$ cat config.mk
export PLATFORM = sky130hd
export DESIGN_NAME = phase_decode
export DESIGN_NICKNAME = d
export VERILOG_FILES = /design/src/rtl/phase_decode_pkg.sv /design/src/rtl/phase_decode_sat_counter.sv /design/src/rtl/phase_decode.sv
export SDC_FILE = /design/constraint.sdc
export NUM_CORES = 1
export LEC_CHECK = 0
export CELL_PAD_IN_SITES_DETAIL_PLACEMENT = 0
export CELL_PAD_IN_SITES_GLOBAL_PLACEMENT = 1
export CORE_ASPECT_RATIO = 1.1
export CORE_UTILIZATION = 38
export CTS_BUF_LIST = sky130_fd_sc_hd__clkbuf_2
export DETAILED_ROUTE_END_ITERATION = 8
export GPL_TIMING_DRIVEN = 0
export PLACE_DENSITY_LB_ADDON = 0.25
export RECOVER_POWER = 50
export SYNTH_ARGS = -nofsm -noshare
export SYNTH_HDL_FRONTEND = slang
export SYNTH_SLANG_ARGS = --single-unit
$ cat constraint.sdc
create_clock -name CLK -period 2.2 [get_ports CLK]
set_input_delay 0.22 -clock CLK [delete_from_list [all_inputs] [get_ports CLK]]
set_output_delay 0.22 -clock CLK [all_outputs]
set_load 0.005 [all_outputs]
$ cat src/rtl/phase_decode_pkg.sv
// Shared types and constants for the two-phase clock pattern decoder.
package phase_decode_pkg;

  typedef enum logic {
    HUNT  = 1'b0,
    TRACK = 1'b1
  } state_t;

  localparam logic [1:0] PAT_P1  = 2'b10;
  localparam logic [1:0] PAT_GAP = 2'b00;
  localparam logic [1:0] PAT_P2  = 2'b01;
  localparam logic [1:0] PAT_OVL = 2'b11;

  localparam logic [1:0] ERR_TIMEOUT = 2'b00;
  localparam logic [1:0] ERR_SEQ     = 2'b01;
  localparam logic [1:0] ERR_OVERLAP = 2'b10;
  localparam logic [1:0] ERR_OS      = 2'b11;

  localparam int GOOD_W = 4;

  // Phase index 0=P1, 1=gap A, 2=P2, 3=gap B.
  function automatic logic [1:0] phase_pattern(input logic [1:0] idx);
    case (idx)
      2'd0:    phase_pattern = PAT_P1;
      2'd2:    phase_pattern = PAT_P2;
      default: phase_pattern = PAT_GAP;
    endcase
  endfunction

endpackage

$ cat src/rtl/phase_decode_sat_counter.sv
// Up-counter with synchronous reset and clear that stops at MAX.
module sat_counter #(
  parameter int           W   = 4,
  parameter logic [W-1:0] MAX = '1
) (
  input  logic         i_clk,
  input  logic         i_rst,
  input  logic         i_inc,
  input  logic         i_clr,
  output logic [W-1:0] o_cnt
);

  logic [W-1:0] r_cnt;

  always_ff @(posedge i_clk) begin
    if (i_rst || i_clr) begin
      r_cnt <= '0;
    end else if (i_inc && (r_cnt != MAX)) begin
      r_cnt <= r_cnt + W'(1);
    end
  end

  assign o_cnt = r_cnt;

endmodule

$ cat src/rtl/phase_decode.sv
// Samples the generator's CLK1/CLK2/O_S, locks onto the 4-cycle phase
// pattern and turns it into master-clock phase strobes plus error reporting.
module phase_decode
  import phase_decode_pkg::*;
#(
  parameter int LOCK_PERIODS = 4,
  parameter int HUNT_TIMEOUT = 8,
  parameter int ERR_W        = 4,
  parameter bit CHECK_OS     = 1'b1
) (
  input  logic             CLK,
  input  logic             RST,
  input  logic             CLK1,
  input  logic             CLK2,
  input  logic             O_S,
  output logic             PH1,
  output logic             PH2,
  output logic [1:0]       PHASE,
  output logic             LOCK,
  output logic             ERR,
  output logic [1:0]       ERR_CODE,
  output logic [ERR_W-1:0] ERR_CNT
);

  localparam int HUNT_W = $clog2(HUNT_TIMEOUT + 1);

  state_t              r_state;
  state_t              w_state_next;
  logic                r_c1;
  logic                r_c2;
  logic                r_os;
  logic                r_os_prev;
  logic [1:0]          r_phase;
  logic                r_lock;
  logic                r_err;
  logic [1:0]          r_err_code;
  logic                r_ph1;
  logic                r_ph2;
  logic [HUNT_W-1:0]   r_hunt_cnt;
  logic [GOOD_W-1:0]   w_good_cnt;

  logic [1:0]          w_sample;
  logic [1:0]          w_exp;
  logic [HUNT_W-1:0]   w_hunt_inc;
  logic                w_os_toggled;
  logic                w_err;
  logic [1:0]          w_code;
  logic                w_match;
  logic                w_acq;
  logic                w_lock_next;

  assign w_sample     = {r_c1, r_c2};
  assign w_exp        = r_phase + 2'd1;
  assign w_hunt_inc   = r_hunt_cnt + HUNT_W'(1);
  assign w_os_toggled = r_os ^ r_os_prev;

  always_ff @(posedge CLK) begin
    if (RST) begin
      r_state <= HUNT;
    end else begin
      r_state <= w_state_next;
    end
  end

  // A failing sample that is itself P1 re-acquires instead of hunting.
  always_comb begin
    w_state_next = r_state;
    case (r_state)
      HUNT: begin
        if (w_sample == PAT_P1) begin
          w_state_next = TRACK;
        end
      end
      TRACK: begin
        if (w_err) begin
          w_state_next = (w_sample == PAT_P1) ? TRACK : HUNT;
        end
      end
      default: w_state_next = HUNT;
    endcase
  end

  always_comb begin
    w_err   = 1'b0;
    w_code  = ERR_TIMEOUT;
    w_match = 1'b0;
    w_acq   = 1'b0;
    case (r_state)
      HUNT: begin
        if (w_sample == PAT_OVL) begin
          w_err  = 1'b1;
          w_code = ERR_OVERLAP;
        end else if (w_sample == PAT_P1) begin
          w_acq = 1'b1;
        end else if (w_hunt_inc == HUNT_W'(HUNT_TIMEOUT)) begin
          w_err  = 1'b1;
          w_code = ERR_TIMEOUT;
        end
      end
      TRACK: begin
        if (w_sample == PAT_OVL) begin
          w_err  = 1'b1;
          w_code = ERR_OVERLAP;
        end else if (w_sample != phase_pattern(w_exp)) begin
          w_err  = 1'b1;
          w_code = ERR_SEQ;
        end else if (CHECK_OS && (w_os_toggled != ~w_exp[0])) begin
          w_err  = 1'b1;
          w_code = ERR_OS;
        end else begin
          w_match = 1'b1;
        end
        w_acq = w_err && (w_sample == PAT_P1);
      end
      default: ;
    endcase
  end

  assign w_lock_next = w_err ? 1'b0 :
                       (w_match && (w_exp == 2'd0) &&
                        (w_good_cnt >= GOOD_W'(LOCK_PERIODS - 1))) ? 1'b1 :
                       r_lock;

  always_ff @(posedge CLK) begin
    if (RST) begin
      r_c1       <= 1'b0;
      r_c2       <= 1'b0;
      r_os       <= 1'b0;
      r_os_prev  <= 1'b0;
      r_phase    <= 2'd0;
      r_lock     <= 1'b0;
      r_err      <= 1'b0;
      r_err_code <= ERR_TIMEOUT;
      r_ph1      <= 1'b0;
      r_ph2      <= 1'b0;
      r_hunt_cnt <= '0;
    end else begin
      r_c1      <= CLK1;
      r_c2      <= CLK2;
      r_os      <= O_S;
      r_os_prev <= r_os;
      r_lock    <= w_lock_next;
      r_err     <= w_err;
      r_ph1     <= w_match && (w_exp == 2'd0) && w_lock_next;
      r_ph2     <= w_match && (w_exp == 2'd2) && w_lock_next;
      if (w_err) begin
        r_err_code <= w_code;
      end
      if (w_acq) begin
        r_phase <= 2'd0;
      end else if (w_match) begin
        r_phase <= w_exp;
      end
      if ((r_state == HUNT) && !w_acq && !w_err) begin
        r_hunt_cnt <= w_hunt_inc;
      end else begin
        r_hunt_cnt <= '0;
      end
    end
  end

  sat_counter #(
    .W   (GOOD_W),
    .MAX (GOOD_W'(LOCK_PERIODS))
  ) u_good_cnt (
    .i_clk (CLK),
    .i_rst (RST),
    .i_inc (w_match && (w_exp == 2'd0)),
    .i_clr (w_err || w_acq),
    .o_cnt (w_good_cnt)
  );

  sat_counter #(
    .W (ERR_W)
  ) u_err_cnt (
    .i_clk (CLK),
    .i_rst (RST),
    .i_inc (w_err),
    .i_clr (1'b0),
    .o_cnt (ERR_CNT)
  );

  assign PH1      = r_ph1;
  assign PH2      = r_ph2;
  assign PHASE    = r_phase;
  assign LOCK     = r_lock;
  assign ERR      = r_err;
  assign ERR_CODE = r_err_code;

endmodule

After elaboration in Yosys (flattened, before gate mapping)
Cells that the tools add are included.
{"block": "totals", "reg_bits": 25, "in_bits": 5, "out_inout_bits": 12, "word_cells": 75}
{"block": "op_classes", "n_addsub": 4, "order_cmp": 1, "n_eq_ne": 8, "mux": 27, "bitwise": 4, "n_reduce_logical": 17}
{"op": "$mux 1", "count": 16}
{"op": "$add 4x1->4 const B", "count": 3}
{"op": "$mux 2", "count": 6}
{"op": "$logic_and 1x1->1", "count": 10}
{"op": "$pmux 2 s2", "count": 2}
{"op": "$eq 2x2->1 const B", "count": 3}
{"op": "$pmux 1 s2", "count": 3}
{"op": "$eq 4x4->1 const B", "count": 1}
{"op": "$ge 4x2->1 const B", "count": 1}
{"op": "$ne 4x3->1 const B", "count": 1}
{"op": "$ne 4x4->1 const B", "count": 1}
{"op": "$reduce_or 2->1", "count": 2}
{"op": "$not 1->1", "count": 3}
{"op": "$add 2x1->2 const B", "count": 1}
{"op": "$logic_not 1->1", "count": 2}
{"op": "$logic_not 2->1", "count": 1}
{"op": "$logic_or 1x1->1", "count": 2}
{"op": "$ne 2x2->1", "count": 1}
{"op": "$ne 1x1->1", "count": 1}
{"op": "$xor 1x1->1", "count": 1}

Longest topological paths before layout
{"block": "logic_depth", "depth_word": 16, "ltp_mapped": 8, "depth_no_buf": 7}

Hierarchy
A second synthesis with hierarchy kept.
{"block": "unflattened", "hier_cells": 129, "area_unflattened_um2": 1288.7}
{"mod": "phase_decode", "instances": 1, "cells_per_inst": 81, "area_per_inst_um2": 858.3, "seq_area_each_um2": 340.3}
{"mod": "sat_counter at u_good_cnt", "instances": 1, "cells_per_inst": 27, "area_per_inst_um2": 220.2, "seq_area_each_um2": 80.1}
{"mod": "sat_counter at u_err_cnt", "instances": 1, "cells_per_inst": 21, "area_per_inst_um2": 210.2, "seq_area_each_um2": 80.1}

Worst setup path after synthesis
No wires, ideal clock.
{"block": "synth_timing", "path_type": "flip-flop to flip-flop", "from": "register r_phase[0] (netlist: PHASE[0])", "to": "register u_good_cnt.r_cnt[1] (netlist: u_good_cnt.o_cnt[1])", "setup_ps": 115, "t_arrival_ps": 1982, "required_ps": 2085, "setup_slack_ps": 103, "stages_incl_launch_ff": 7, "n_path_buf": 1, "period_less_slack_ps": 2097, "path_cell_list": "dfxtp_1 xor3_2 or4_4 buf_6 nor3_2 mux2i_1 nor2_1"}
{"block": "synth_via", "elab_chain_len": 13, "elab_cells_between_ends": 24, "classes_between": "add/sub: 1; eq/ne: 3; mux: 13; bitwise: 1; reduce/logical: 6"}
{"item": "from (decl)", "line": "phase_decode.sv:33", "rtl": "logic [1:0] r_phase;"}
{"item": "from (signal assigned)", "line": "phase_decode.sv:152", "rtl": "r_phase <= w_exp;"}
{"item": "$add 2x1->2 (*)", "line": "phase_decode.sv:53", "rtl": "assign w_exp = r_phase + 2'd1;"}
{"item": "$eq 2x2->1 / $logic_not 2->1 (equally long branches)", "line": "phase_decode_pkg.sv:23, phase_decode.sv:168"}
{"item": "$pmux 2 s2", "line": "phase_decode_pkg.sv:23", "rtl": "case (idx)"}
{"item": "$mux 2", "line": "phase_decode.sv:101", "rtl": "if (w_sample == PAT_OVL) begin"}
{"item": "$mux 2", "line": "phase_decode.sv:88", "rtl": "case (r_state)"}
{"item": "$ne 2x2->1", "line": "phase_decode.sv:104", "rtl": "end else if (w_sample != phase_pattern(w_exp)) begin"}
{"item": "$mux 1", "line": "phase_decode.sv:104"}
{"item": "$mux 1", "line": "phase_decode.sv:101"}
{"item": "$mux 1", "line": "phase_decode.sv:88"}
{"item": "$logic_and 1x1->1", "line": "phase_decode.sv:113", "rtl": "w_acq = w_err && (w_sample == PAT_P1);"}
{"item": "$pmux 1 s2", "line": "phase_decode.sv:88"}
{"item": "$logic_or 1x1->1", "line": "phase_decode.sv:169", "rtl": ".i_clr (w_err || w_acq),"}
{"item": "$logic_or 1x1->1", "line": "phase_decode_sat_counter.sv:16", "rtl": "if (i_rst || i_clr) begin"}
{"item": "to (signal assigned)", "line": "phase_decode_sat_counter.sv:19", "rtl": "r_cnt <= r_cnt + W'(1);"}
{"item": "to (decl)", "line": "phase_decode_sat_counter.sv:13", "rtl": "logic [W-1:0] r_cnt;"}
Mark *: on every way between the ends. The rest lies on a longest branch, timed or not. The select of a mux whose other input is x is not followed.
A chain may end at the register's enable or synchronous reset.

Worst setup path in the final report
{"block": "layout_timing", "from": "register r_os", "to": "register u_good_cnt.r_cnt[2] (netlist: u_good_cnt.o_cnt[2])"}
{"block": "layout_via", "elab_chain_len": 10, "elab_cells_between_ends": 17, "classes_between": "eq/ne: 1; mux: 10; bitwise: 1; reduce/logical: 5"}
{"item": "from (decl)", "line": "phase_decode.sv:31", "rtl": "logic r_os;"}
{"item": "from (signal assigned)", "line": "phase_decode.sv:128", "rtl": "r_os <= 1'b0;"}
{"item": "from (signal assigned)", "line": "phase_decode.sv:140", "rtl": "r_os <= O_S;"}
{"item": "$xor 1x1->1 (*)", "line": "phase_decode.sv:55", "rtl": "assign w_os_toggled = r_os ^ r_os_prev;"}
{"item": "$ne 1x1->1 (*)", "line": "phase_decode.sv:107", "rtl": "end else if (CHECK_OS && (w_os_toggled != ~w_exp[0])) begin"}
{"item": "$mux 1", "line": "phase_decode.sv:107"}
{"item": "$mux 1", "line": "phase_decode.sv:104"}
{"item": "$mux 1", "line": "phase_decode.sv:101"}
{"item": "$mux 1", "line": "phase_decode.sv:88"}
{"item": "$logic_and 1x1->1", "line": "phase_decode.sv:113"}
{"item": "$pmux 1 s2", "line": "phase_decode.sv:88"}
{"item": "$logic_or 1x1->1", "line": "phase_decode.sv:169"}
{"item": "$logic_or 1x1->1", "line": "phase_decode_sat_counter.sv:16"}
Marked as above.

==> flow_summary.yaml <==
job:
  maxCapViolCount: 0
setup_path:
  critPathKind: "reg2reg"
  end_kind: "register"
  crit_path_start_kind: "register"
  crit_required_ps: 2470
  crit_arrival_ps: 2390
  cp_max_fo: 8
cells_and_area:
  final_core_util_pct: 49.4
  final-instance-count-excl-fill: 170
  diodes: 0
  final_cell_area_um2: 1400
  area_growth_pct: 20.4
  fillCellCount: 289
  fin_nets: 149
  final_common_cell: "dfxtp_1"
  layout-drive-gt1-share_pct: 12.4
  layout_common_cells: "dfxtp_1, nor2_1, dlygate4sd3_1"
synth:
  synth-simple-area-share_pct: 26.3
  async_flop_share_pct: 0
  ys_seq_elements: 25
  synth_xor_area_share_pct: 8.94
  synth_edf_count: 0
  yosysSeqAreaShare_pct: 43.1
  synth_area_um2: 1160
  synth_mux_area_share_pct: 1.72
  yosys_warnings: 0
  synth_compound_area_share_pct: 10.2
  yosys.area_share.adder_pct: 6.47
  synth_top_family_by_area: "simple AND/OR/NAND/NOR gates"
  synth_area_per_cell_um2: 9.84
  synth-main-ff-cell: "dfxtp_1"
  synth_cells: 118
  syn-num-nets: 129
  ys_types: 42
clock_network:
  cts_root_buf: "clkbuf_2"
  clockBufferDepth: 2
  insertion_delay_ps: 340
  cts.clk_slew.worst_paths_ps: 220
  cts_buffers: 3
  cts_tree: "yes"
  cts_sinks: 25
  holdBufCountCts: 0
  htree_levels: 1
sta:
  setup_violations: 0
  max_freq_mhz: 474
  skew_ps: 14.1
  fin_crit_sh_pct: 96.0
  fin_tns_setup_ps: 0
  relSlewSlack_pct: 68.4
  fin_crit_ps: 2110
  rsz0062_at_grt: "false"
  hold_violations: 0
  whs_ps: 264
  worst_pin_slew_ps: 474
  drv_slew: 0
floorplan:
  start_util_pct: 41.1
  die_w_um: 54.7
  core-area_um2: 2830
  die_height_um: 60.0
  num_rows: 20
  ios: 17
  dieArea_um2: 3280
routing:
  dr.pass1.iters: 4
  dr_total_vias: 902
  route.detailed.drc: 0
  dr.first_iter.drc_count: 13
  drt_wl_total_mm: 2.23
  drt-wirelength-per-cell_um: 13.1
  route.antenna.remaining_nets: 0
  viasPerCell: 5.31
place:
  placed_cell_area_um2: 1350
  io_buffer_count: 15
  place_congestion: 0.764
  dp_cells: 166
  dp_hpwl_mm: 1.64
status:
  status: "finished clean"
global_routing:
  antenna_found_initial: 0
  grt_pass1_vias: 878
  overflow: 0
  grt_pass1_wl_mm: 3.81
  track_usage_pct: 16.2
  grt_max_degree: 14
power_and_ir_drop:
  p_leak_nw: 0.538
  vdd_drop_max_uv: 323
  power_density_nw_per_um2: 528
min_path:
  min_path_type: "in2reg"
==> final cells by class <==
cell class / instances / area, um2 / area share (%)
Buffer: 4 / 22.5 / 1.61
Clock buffer: 4 / 20.0 / 1.43
Inverter: 4 / 15.0 / 1.07
Multi-Input combinational cell: 85 / 643 / 46.0
Sequential cell: 25 / 505 / 36.2
Tap cell: 33 / 41.3 / 2.95
Timing Repair Buffer: 15 / 150 / 10.7
==> layer usage <==
layer	vias up	GRT usage, %	part of all wire [%]
met4	0	3.66	0.76
li1	456	-	-
met2	14	27.5	48
met1	430	19.3	48
met3	2	5.34	3.4
met5	-	0	0
==> worst max-delay path: stages (launching register included) <==
cell and delay [ps]:
dfxtp_1 380, xor3_2 490, or4_4 530, buf_6 160
nor4b_2 280, xnor2_1 150, nor2_1 50
==> sequential cells by signal (all words and copies together) (netlist names), 2 cells and up <==
| name | cells |
|---|---|
| PHASE | 2 |
| u_good_cnt.o_cnt | 4 |
| r_hunt_cnt | 4 |
| ERR_CODE | 2 |
| u_err_cnt.o_cnt | 4 |
==> stage by stage <==
step | power (W) | setup WS [ps]
floorplan | 0.000537 | 103
global placement | 0.000564 | -97.4
detailed placement | 0.000567 | -154
CTS | 0.000745 | 9.95
global route | 0.000778 | 13.1
finish | 0.000739 | 89.0
==> timing repair <==
| action | in CTS | in global routing |
|---|---|---|
| setup endpoints to repair | 8 | 6 |
| pin swaps | 0 | 1 |
| resized for setup | 2 | 4 |
| cloned | 0 | 0 |
| setup buffers | 0 | 0 |
==> report_power, final <==
part           switching, W  internal (W)  leakage [nW]
Combinational     0.0000397     0.0000394         0.317
Sequential        0.0000145      0.000467         0.205
Clock              0.000130     0.0000481        0.0166
Total              0.000184      0.000554         0.538
==> final timing paths <==
check	end	start	depth (start not counted)	slack, ps
worst max-delay path	u_good_cnt.o_cnt[2]	r_os	6	90
worst min-delay path	r_c2	RST	2	260
worst max register to register	u_good_cnt.o_cnt[2]	r_os	6	90
worst min register to register	r_os_prev	r_os	1	490
==> cell usage after synthesis, types with 2 or more instances <==
cell type / n / area share [%]
a21oi_1: 6 / 2.6
a31oi_1: 3 / 1.6
and3_1: 2 / 1.1
clkbuf_1: 3 / 0.97
dfxtp_1: 25 / 43
ha_1: 6 / 6.5
inv_1: 4 / 1.3
mux2i_1: 2 / 1.7
nand2_1: 3 / 0.97
nand3_1: 4 / 1.7
nor2_1: 13 / 4.2
nor2b_1: 6 / 3.2
nor3_1: 4 / 1.7
nor4b_1: 2 / 1.5
xnor2_1: 6 / 4.5
xor2_1: 3 / 2.3
==> cells by family after synthesis <==
logic type	count (synthesis)
fa+ha+maj	6
buf+inv	8
compound gates	18
simple gates	49
xor+xnor	10
mux	2
flops	25
Note: power is estimated with default switching activity, not from simulation.
